**config.mk**
```make
export PLATFORM = sky130hd
export DESIGN_NAME = dual_accumulator
export DESIGN_NICKNAME = d
export VERILOG_FILES = /design/src/rtl/dual_accumulator.sv
export SDC_FILE = /design/constraint.sdc
export NUM_CORES = 1
export LEC_CHECK = 0
export BUFFER_PORTS_ARGS = -buffer_cell sky130_fd_sc_hd__buf_4
export CAP_MARGIN = 20
export CELL_PAD_IN_SITES_DETAIL_PLACEMENT = 1
export CELL_PAD_IN_SITES_GLOBAL_PLACEMENT = 2
export CORE_AREA = 2 2 82 84
export DETAILED_ROUTE_END_ITERATION = 6
export DIE_AREA = 0 0 84 86
export GPL_TIMING_DRIVEN = 0
export MAX_ROUTING_LAYER = met4
export PLACE_DENSITY_LB_ADDON = 0.1
export SYNTH_ARGS = -nofsm -noshare
export SYNTH_HDL_FRONTEND = slang
export SYNTH_SLANG_ARGS = --single-unit
```
**constraint.sdc**
```tcl
create_clock -name clk -period 9.2 [get_ports clk]
set_input_delay 1.38 -clock clk [delete_from_list [all_inputs] [get_ports clk]]
set_output_delay 1.38 -clock clk [all_outputs]
set_load 0.01 [all_outputs]
```
**src/rtl/dual_accumulator.sv**
```systemverilog
// -----------------------------------------------------------------------------
// dual_accumulator
//   Two independent accumulator lanes that share one clock, reset and enable.
//   - Binary lane: acc <= (acc + d) mod 2^W. The carry out is dropped.
//   - Modulo lane: accm <= (accm + dm) mod M. accm always stays in [0, M-1].
//   Both outputs are registered and have one cycle of latency. There is no
//   combinational path from any input to any output.
//
// Parameters
//   W   width of the binary lane (W >= 1)
//   M   modulus of the modulo lane (M >= 2)
//   MW  width of dm/accm, derived as $clog2(M); it cannot be overridden
//
// Ports
//   clk   in   1   rising-edge clock
//   rst   in   1   synchronous reset, active-high; takes priority over en
//   en    in   1   accumulate enable for both lanes
//   d     in   W   binary-lane addend, unsigned
//   acc   out  W   binary-lane accumulator
//   dm    in   MW  modulo-lane addend; any value 0..2^MW-1 is legal
//   accm  out  MW  modulo-lane accumulator, always < M
// -----------------------------------------------------------------------------
module dual_accumulator #(
    parameter  int W  = 16,
    parameter  int M  = 50,
    localparam int MW = $clog2(M)
) (
    input  logic          clk,
    input  logic          rst,
    input  logic          en,
    input  logic [W-1:0]  d,
    output logic [W-1:0]  acc,
    input  logic [MW-1:0] dm,
    output logic [MW-1:0] accm
);

    // The sum accm + dm is at most (M-1) + (2^MW-1), which is <= 3M-3.
    // MW+2 bits are enough to hold both the sum and the constant 2M.
    localparam logic [MW+1:0] M_1X = (MW+2)'(M);
    localparam logic [MW+1:0] M_2X = (MW+2)'(2 * M);

    logic [MW+1:0] sum_wide;
    logic [MW-1:0] sub_amt;
    logic [MW-1:0] accm_next;

    assign sum_wide = {2'b00, accm} + {2'b00, dm};

    // Pick how much to subtract: 0, M or 2M. This uses compare and subtract
    // only, with no divider. The subtraction runs in MW bits. The true result
    // is always below M <= 2^MW, so arithmetic modulo 2^MW gives the exact
    // value. That also covers a power-of-two M, where the truncated constant
    // becomes 0.
    always_comb begin
        sub_amt = '0;
        if (sum_wide >= M_2X)
            sub_amt = MW'(2 * M);
        else if (sum_wide >= M_1X)
            sub_amt = MW'(M);
    end

    assign accm_next = accm + dm - sub_amt;

    always_ff @(posedge clk) begin
        if (rst) begin
            acc  <= '0;
            accm <= '0;
        end else if (en) begin
            acc  <= acc + d;
            accm <= accm_next;
        end
    end

endmodule

```
==> results of run 1 <==
cell type report:
type | instances | share of cell area
Multi-Input combinational cell | 206 | 0.594
Sequential cell | 22 | 0.170
Timing Repair Buffer | 46 | 0.133
Tap cell | 77 | 0.0372
Inverter | 21 | 0.0305
Clock buffer | 3 | 0.0160
Clock inverter | 1 | 0.0116
Buffer | 5 | 0.00725
layout by cell type, fill, tap and decap left out, types with 2 or more instances in the layout:
master,n
or2_2,2
nand3b_1,3
inv_1,21
buf_4,46
buf_1,2
nand2b_1,3
clkbuf_1,3
nor3_1,5
o22ai_1,3
nand2_1,14
dfxtp_1,22
a21boi_0,2
and2_1,4
xor2_1,5
ha_1,26
nand3_1,4
a21o_1,7
clkbuf_8,3
nor3b_1,3
a31oi_1,3
a211oi_1,5
fa_1,5
o21ai_0,12
or4_1,2
xnor2_1,7
nor2b_1,3
a21oi_1,20
nor2_1,25
and2b_1,2
o311ai_0,3
a311oi_1,3
and3_1,4
mux2i_1,8
o21a_1,6
synth_stat cells (4+ instances only):
master,instances,area (um^2)
ha_1,26,325
nor2_1,25,93.8
dfxtp_1,22,440
inv_1,21,78.8
a21oi_1,20,100
nand2_1,14,52.6
o21ai_0,12,60.1
mux2i_1,8,80.1
a21o_1,7,52.6
xnor2_1,7,61.3
o21a_1,6,45.0
a211oi_1,5,37.5
fa_1,5,100
nor3_1,5,25.0
xor2_1,5,43.8
and2_1,4,25.0
and3_1,4,25.0
nand3_1,4,20.0
per-stage QoR:
stage	power [mW]	area, um^2	std cells	hold WS (ps)
after global placement	0.502	2520	377	475
after global routing	0.664	2590	381	523
final	0.596	2590	381	494
after detailed placement	0.507	2520	377	478
after CTS	0.608	2590	381	496
after floorplan	0.410	2070	254	501
where the power goes:
part           internal (mW)  leakage [nW]  switching [mW]
combinational          0.182          1.02           0.192
clock                 0.0582        0.0357          0.0362
sequential             0.112         0.182          0.0164
registers in the layout (all words and copies together) (netlist names):
register / cells
acc: 16
accm: 6
worst max-delay path: cells and delay by family:
kind / cells / cell delay, ps
AOI/OAI and AO/OA: 3 / 950
xor gates and xnor gates: 2 / 390
adders and majority gates: 4 / 1510
buffers and inverters: 2 / 170
muxes: 1 / 530
and+or+nand+nor: 4 / 1060
layer usage:
layer / vias to the layer above / routed length (um)
met5: - / 0
met4: 0 / 27
met3: 2 / 202
met2: 35 / 2560
met1: 982 / 2850
li1: 1019 / -
cell families (layout without fill, tap and decap cells):
| group | count (synthesis) | in the layout | synth area share |
|---|---|---|---|
| adder cells (fa/ha/maj) | 31 | 31 | 0.205 |
| buffers and inverters | 26 | 76 | 0.0470 |
| AND/OR/NAND/NOR | 80 | 80 | 0.200 |
| XOR/XNOR | 12 | 12 | 0.0507 |
| multiplexers | 10 | 10 | 0.0549 |
| flip-flops | 22 | 22 | 0.212 |
| AO/OA/AOI/OAI | 73 | 73 | 0.230 |
final timing paths:
kind                            depth (start not counted)  slack, ps  endpoint     from
worst min register to register                          2        490    acc[8]   acc[8]
worst max register to register                         15       4160   accm[5]  accm[0]
worst max-delay path                                   16       3360   accm[5]    dm[0]
worst min-delay path                                    2        490    acc[8]   acc[8]
==> flow_metrics.env, run 1 <==
export IMPL_status="finished, final reports clean"
export IMPL_track_usage=0.167
export IMPL_arrival_ps=5990
export IMPL_fin_crit_ps=5840
export IMPL_max_stage_delay_ps=650
export IMPL_grt_setup_unrepaired="false"
export IMPL_h_tree_depth=1
export IMPL_wl_per_cell_um=14.8
export IMPL_syn_area_mm2=0.00207
export IMPL_cts_sinks=22
export IMPL_fin_crit_sh=0.634
export IMPL_leakage_nw=1.24
export IMPL_final_max_slew_viol_count=0
export IMPL_io_buffers=46
export IMPL_syn_avg_cell_area_um2=8.17
export IMPL_drive_gt1_frac=0.184
export IMPL_peakVddDrop_mv=0.110
export IMPL_finalSetupTns_ps=0
export IMPL_syn_to_final_growth_pct=24.7
export IMPL_cp_end_kind="flip-flop"
export IMPL_cap_violations=0
export IMPL_max_slew_margin=0.530
export IMPL_synthCells=254
export IMPL_viasPerCell=5.35
export IMPL_critPathRequiredTime_ps=9350
export IMPL_drt_iter0_markers=66
export IMPL_seq_area_um2=440
export IMPL_root_buffer="clkbuf_8"
export IMPL_dieWidth_um=84
export IMPL_drc=0
export IMPL_worst_path_max_fanout=3
export IMPL_core_area_mm2=0.00628
export IMPL_dieArea_mm2=0.00722
export IMPL_grt_pass1_vias=2076
export IMPL_grt_first_pass_wirelength_um=9650
export IMPL_yosys_most_used_dff="dfxtp_1"
export IMPL_grtUsageMet2=0.271
export IMPL_grt_max_degree=14
export IMPL_yosysWarnings=0
export IMPL_fill_cells=785
export IMPL_row_count=29
export IMPL_gr_total_overflow=0
export IMPL_clockBufferDepth=2
export IMPL_drtPass1Iterations=4
export IMPL_gp_congestion=0.778
export IMPL_synth_edf_count=0
export IMPL_met3_usage=0.0289
export IMPL_ant_nets=0
export IMPL_dp_slack_ps=3020
export IMPL_critPathLaunchType="input port"
export IMPL_max_slew_worst_pin_slew_ps=696
export IMPL_wl_um=5630
export IMPL_yosysUniqueCellTypes=49
export IMPL_grt_busiest_layer="met2"
export IMPL_antenna_found_initial=0
export IMPL_postCtsResizedCells=0
export IMPL_clk_pin_slew_worst_paths_ps=90
export IMPL_route_vias_total=2038
export IMPL_path_cells="buf_4, ha_1, inv_1, fa_1, nand2b_1, a21oi_1, xor2_1, o311ai_0, fa_1, ha_1, o21a_1, nor4_1, nor3_2, xnor2_1, mux4_2, or4_1"
export IMPL_fmax_ghz=0.171
export IMPL_multiInputGateArea_mm2=0.00154
export IMPL_antennaDiodeCount=0
export IMPL_cts_setup_buffers=0
export IMPL_hold_path_class="flip-flop to flip-flop"
export IMPL_hold_violations=0
export IMPL_cts_buffers=3
export IMPL_initial_utilization=0.330
export IMPL_yosys_register_bits=22
export IMPL_die_h_um=86
export IMPL_hpwl_um=4530
export IMPL_crit_type="input port to flip-flop"
export IMPL_final_core_util=0.412
export IMPL_async_flop_share=0
export IMPL_skew_ps=8.13
export IMPL_cts_tree="done"
export IMPL_setup_violations=0
export IMPL_power_density_mw_per_mm2=230
export IMPL_insertion_delay_ps=270
export IMPL_io_pins=47
export IMPL_met1_usage=0.227
export IMPL_layout_setup_ws_ps=3360
export IMPL_nets=361
export IMPL_crit_path_top_delay_cell="o311ai_0"
export IMPL_synth_nets=310
export IMPL_yosysSeqAreaShare=0.212
export IMPL_cts_hold_buf=0
Power figures use the tool's default switching activity.
==> run 2: changes to the inputs <==
--- a/config.mk
+++ b/config.mk
@@ -9,9 +9,9 @@
 export CAP_MARGIN = 20
 export CELL_PAD_IN_SITES_DETAIL_PLACEMENT = 1
 export CELL_PAD_IN_SITES_GLOBAL_PLACEMENT = 2
-export CORE_AREA = 2 2 82 84
+export CORE_AREA = 2 2 90 92
 export DETAILED_ROUTE_END_ITERATION = 6
-export DIE_AREA = 0 0 84 86
+export DIE_AREA = 0 0 92 94
 export GPL_TIMING_DRIVEN = 0
 export MAX_ROUTING_LAYER = met4
 export PLACE_DENSITY_LB_ADDON = 0.1
==> constraint.sdc (replaced) <==
create_clock -name clk -period 5.34 [get_ports clk]
set_input_delay 0.801 -clock clk [delete_from_list [all_inputs] [get_ports clk]]
set_output_delay 0.801 -clock clk [all_outputs]
set_load 0.01 [all_outputs]
==> flow_metrics.env, run 2 (synthesis gave the netlist of run 1 again) <==
export IMPL_dieWidth_um=92
export IMPL_syn_to_final_growth_pct=26.2
export IMPL_cts_buffers=3
export IMPL_drtPass1Iterations=4
export IMPL_reg_largest_list="acc: 16 flops, accm: 6 flops"
export IMPL_gr_total_overflow=0
export IMPL_clk_pin_slew_worst_paths_ps=90
export IMPL_ant_nets=0
export IMPL_cap_violations=0
export IMPL_fin_crit_ps=5060
export IMPL_rrSetupSlack_ps=510
export IMPL_arrival_ps=5210
export IMPL_layout_common_cells="buf_4, ha_1, nor2_1, dfxtp_1, inv_1"
export IMPL_drc=0
export IMPL_max_slew_margin=0.503
export IMPL_fmax_ghz=0.198
export IMPL_crit_type="input port to flip-flop"
export IMPL_peakVddDrop_mv=0.135
export IMPL_antenna_found_initial=0
export IMPL_worst_path_max_fanout=3
export IMPL_track_usage=0.148
export IMPL_fin_crit_sh=0.948
export IMPL_layout_setup_ws_ps=277
export IMPL_wl_per_cell_um=14.5
export IMPL_critPathRequiredTime_ps=5490
export IMPL_grt_first_pass_wirelength_um=10100
export IMPL_die_h_um=94
export IMPL_final_area_mm2=0.00262
export IMPL_skew_ps=2.26
export IMPL_hpwl_um=4780
export IMPL_regMostFlops="acc"
export IMPL_cp_end_kind="flip-flop"
export IMPL_cts_sinks=22
export IMPL_io_buffers=46
export IMPL_setup_violations=0
export IMPL_reg2reg_from="accm[0]"
export IMPL_critPathLaunchType="input port"
export IMPL_hold_start="acc[6]"
export IMPL_holdWs_ps=491
export IMPL_final_max_slew_viol_count=0
export IMPL_wl_um=5880
export IMPL_status="finished, final reports clean"
export IMPL_antennaDiodeCount=0
export IMPL_initial_utilization=0.273
export IMPL_holdPathEnd="acc[6]"
export IMPL_core_area_mm2=0.00761
export IMPL_cts_tree="done"
export IMPL_hold_path_class="flip-flop to flip-flop"
export IMPL_final_common_cell="buf_4"
export IMPL_insertion_delay_ps=270
export IMPL_reg2reg_to="accm[5]"
export IMPL_gp_congestion=0.754
export IMPL_dieArea_mm2=0.00865
export IMPL_hold_depth=2
export IMPL_power_density_mw_per_mm2=394
export IMPL_grt_setup_unrepaired="false"
export IMPL_nets=361
export IMPL_drive_gt1_frac=0.184
export IMPL_final_core_util=0.344
export IMPL_hold_violations=0
export IMPL_reg2regPathDepth=15
export IMPL_largest_reg_flops=16
export IMPL_cts_setup_buffers=0
export IMPL_io_pins=47
export IMPL_max_slew_worst_pin_slew_ps=745
export IMPL_viasPerCell=4.92
export IMPL_grt_max_degree=14
export IMPL_grt_pass1_vias=2063
export IMPL_drt_iter0_markers=51
export IMPL_clockBufferDepth=2
export IMPL_h_tree_depth=1
export IMPL_root_buffer="clkbuf_8"
export IMPL_placed_cell_area_mm2=0.00255
export IMPL_dp_slack_ps=-246
export IMPL_row_count=32
export IMPL_leakage_nw=1.24
export IMPL_route_vias_total=1997
run 2: cell count changes in the layout (fill, tap and decap cells not counted):
cell	previous run	this run
o311ai_1	0	1
o311ai_0	3	2
run 2: area by class of cell:
class,instances,area [um^2]
buffer,5,18.8
clock buffer,3,41.3
clock inverter,1,30.0
fill,941,4990
inverter,21,78.8
multi-input combinational,206,1540
sequential,22,440
tap,102,128
timing repair buffer,46,345
run 2: routing by layer:
metal | up-vias | global-route usage | wire [um]
met5 | - | - | 0
met4 | 0 | 0.0261 | 29
met3 | 2 | 0.0161 | 160
met2 | 30 | 0.235 | 2580
met1 | 941 | 0.208 | 3120
li1 | 1024 | - | -
run 2: report_power, final:
part | switching (mW) | internal (mW)
Combinational | 0.334 | 0.313
Sequential | 0.0288 | 0.193
Clock | 0.0634 | 0.100
run 2: what timing repair did:
action,CTS,global route
resized for setup,0,1
endpoints found under the setup margin,0,1
hold buffers,0,0
run 2: metrics by stage:
step           power [mW]  setup TNS, ps  cells
2_1_floorplan       0.706              0    254
6_report             1.03              0    406
4_1_cts              1.05              0    406
5_1_grt              1.14              0    406
3_5_place_dp        0.880           -246    402
3_3_place_gp        0.875           -253    402
run 2: how the worst max path moves through the flow:
stage | from | slack (ps) | cells past startpoint | endpoint
after floorplan | dm[0] | 370 | 15 | accm[5]
after global placement | dm[0] | -250 | 16 | accm[5]
after detailed placement | dm[0] | -250 | 16 | accm[5]
after CTS | dm[0] | 60 | 16 | accm[5]
after global routing | dm[0] | 8 | 17 | accm[5]
final | dm[0] | 280 | 16 | accm[5]
run 2: critical path: stages:
cell and delay [ps]:
buf_4 80, ha_1 210, inv_1 100, fa_1 400
nand2b_1 180, a21oi_1 160, xor2_1 110, o311ai_1 510
fa_1 510, ha_1 350, o21a_1 130, nor4_1 240
nor3_2 110, xnor2_1 270, mux4_2 530, or4_1 510
==> run 3: changes to the inputs <==
--- a/config.mk
+++ b/config.mk
@@ -15,6 +15,7 @@
 export GPL_TIMING_DRIVEN = 0
 export MAX_ROUTING_LAYER = met4
 export PLACE_DENSITY_LB_ADDON = 0.1
+export RECOVER_POWER = 25
 export SYNTH_ARGS = -nofsm -noshare
 export SYNTH_HDL_FRONTEND = slang
 export SYNTH_SLANG_ARGS = --single-unit
==> constraint.sdc (replaced) <==
create_clock -name clk -period 4.3 [get_ports clk]
set_input_delay 0.645 -clock clk [delete_from_list [all_inputs] [get_ports clk]]
set_output_delay 0.645 -clock clk [all_outputs]
set_load 0.01 [all_outputs]
==> flow_metrics.env, run 3 (synthesis gave the netlist of run 1 again) <==
export IMPL_hold_violations=0
export IMPL_insertion_delay_ps=270
export IMPL_reg2reg_to="accm[5]"
export IMPL_gr_total_overflow=0
export IMPL_regMostFlops="acc"
export IMPL_fmax_ghz=0.239
export IMPL_hpwl_um=4910
export IMPL_grt_max_degree=14
export IMPL_finalSetupTns_ps=0
export IMPL_p_seq_frac=0.173
export IMPL_dieArea_mm2=0.00865
export IMPL_reg_largest_list="acc: 16 flops, accm: 6 flops"
export IMPL_ant_nets=0
export IMPL_arrival_ps=4350
export IMPL_fin_crit_ps=4190
export IMPL_row_count=32
export IMPL_path_cells="buf_6, ha_4, inv_4, fa_2, nand2b_4, a21oi_4, xor2_2, buf_4, o311ai_4, and2_4, fa_1, inv_2, ha_4, nor3_2, nor3_4, xnor2_2, mux4_2, or4_1"
export IMPL_hold_start="acc[6]"
export IMPL_crit_path_top_delay_cell="mux4_2"
export IMPL_cts_tree="done"
export IMPL_p_switching_mw=0.661
export IMPL_skew_ps=9.08
export IMPL_track_usage=0.154
export IMPL_initial_utilization=0.273
export IMPL_drc=0
export IMPL_route_vias_total=2056
export IMPL_multiInputGateArea_mm2=0.00175
export IMPL_grt_setup_unrepaired="true"
export IMPL_final_common_cell="buf_4"
export IMPL_crit_type="input port to flip-flop"
export IMPL_rrSetupSlack_ps=180
export IMPL_cts_buffers=3
export IMPL_power_internal_mw=0.953
export IMPL_hold_depth=2
export IMPL_path_buf_inv=4
export IMPL_status="finished, final reports clean"
export IMPL_cp_end_kind="flip-flop"
export IMPL_power_switching_share=0.409
export IMPL_clkPwrFrac=0.127
export IMPL_final_max_slew_viol_count=0
export IMPL_grt_first_pass_wirelength_um=10300
export IMPL_h_tree_depth=1
export IMPL_fill_cells=921
export IMPL_root_buffer="clkbuf_8"
export IMPL_fin_crit_sh=0.974
export IMPL_seq_area_um2=443
export IMPL_core_area_mm2=0.00761
export IMPL_grt_pass1_vias=2143
export IMPL_dieWidth_um=92
export IMPL_cts_hold_buf=0
export IMPL_syn_to_final_growth_pct=38.2
export IMPL_viasPerCell=4.97
export IMPL_max_slew_margin=0.531
export IMPL_critPathLaunchType="input port"
export IMPL_max_stage_delay_ps=510
export IMPL_io_pins=47
export IMPL_antenna_found_initial=0
export IMPL_finalPower_mw=1.61
export IMPL_nets=369
export IMPL_wl_per_cell_um=14.7
export IMPL_wl_um=6090
export IMPL_io_buffers=46
export IMPL_reg2regPathDepth=17
export IMPL_drt_iter0_markers=57
export IMPL_leakage_nw=1.28
export IMPL_hold_path_class="flip-flop to flip-flop"
export IMPL_cts_sinks=22
export IMPL_largest_reg_flops=16
export IMPL_drive_gt1_frac=0.279
export IMPL_clockBufferDepth=2
export IMPL_reg2reg_from="accm[0]"
export IMPL_peakVddDrop_mv=0.224
export IMPL_cap_violations=0
export IMPL_antennaDiodeCount=0
export IMPL_clk_pin_slew_worst_paths_ps=100
export IMPL_holdPathEnd="acc[6]"
export IMPL_power_density_mw_per_mm2=563
export IMPL_layout_common_cells="buf_4, nor2_1, ha_1, dfxtp_1"
export IMPL_power_frac_comb=0.700
export IMPL_max_slew_worst_pin_slew_ps=703
export IMPL_setup_violations=0
export IMPL_die_h_um=94
export IMPL_gp_congestion=0.737
export IMPL_crit_family="simple AND/OR/NAND/NOR gates"
export IMPL_final_core_util=0.377
export IMPL_critPathRequiredTime_ps=4460
export IMPL_worst_path_max_fanout=3
export IMPL_drtPass1Iterations=4
export IMPL_cp_common_cell="ha_4"
run 3: cell count changes in the layout (fill, tap and decap cells not counted), sizes merged:
cell and change:
buf -1, clkbuf +9
run 3: power groups by stage:
| stage | registers, mW | logic (mW) | clock network (mW) |
|---|---|---|---|
| 2_1_floorplan | 0.289 | 0.650 | 0 |
| 3_3_place_gp | 0.283 | 0.875 | 0 |
| 3_5_place_dp | 0.284 | 0.880 | 0 |
| 4_1_cts | 0.279 | 1.02 | 0.213 |
| 5_1_grt | 0.287 | 1.27 | 0.223 |
| 6_report | 0.280 | 1.13 | 0.205 |
run 3: worst max path at each step:
stage / start / endpoint / slack (ps) / depth (start not counted)
2_1_floorplan: dm[0] / accm[5] / -30 / 16
3_3_place_gp: dm[0] / accm[5] / -460 / 17
3_5_place_dp: dm[1] / accm[5] / -460 / 16
4_1_cts: dm[0] / accm[5] / -40 / 17
5_1_grt: dm[0] / accm[5] / -90 / 18
6_report: dm[0] / accm[5] / 110 / 18
run 3: worst reg2reg max path, cell delays in order, from the launching register on:
cell      delay, ps
dfxtp_2         370
ha_4            150
inv_4            40
fa_2            340
nand2b_4        170
a21oi_4         140
xor2_2           90
buf_4           140
o311ai_4        310
and2_4          210
fa_1            430
inv_2            80
ha_4            160
nor3_2           60
nor3_4          260
xnor2_2         160
mux4_2          510
or4_1           390
run 3: stage by stage:
stage                     cell area, um^2  instances  hold WS, ps  setup WS [ps]
after global placement               2630        402          473           -456
after floorplan                      2150        254          501          -33.0
final                                2870        414          492            114
after detailed placement             2630        402          482           -461
after CTS                            2780        413          497          -36.1
after global routing                 2870        414          523          -91.7
run 3: final cells by class:
type | instances | area share
Tap cell | 102 | 0.0445
Sequential cell | 22 | 0.154
Clock inverter | 1 | 0.0105
Inverter | 21 | 0.0284
Clock buffer | 3 | 0.0144
Multi-Input combinational cell | 206 | 0.610
Buffer | 5 | 0.00654
Timing Repair Buffer | 54 | 0.131
run 3: per-layer routing:
metal,vias to the layer above,part of all wire,GRT usage
li1,1035,-,-
met1,982,0.51,0.213
met2,35,0.45,0.243
met3,4,0.032,0.0169
met4,0,0.0090,0.0348
met5,-,0,-
run 3: timing repair:
action | CTS | global route
setup endpoints to repair | 1 | 1
cloned | 0 | 0
resized for setup | 4 | 23
pin swaps | 7 | 12
setup buffers | 7 | 2
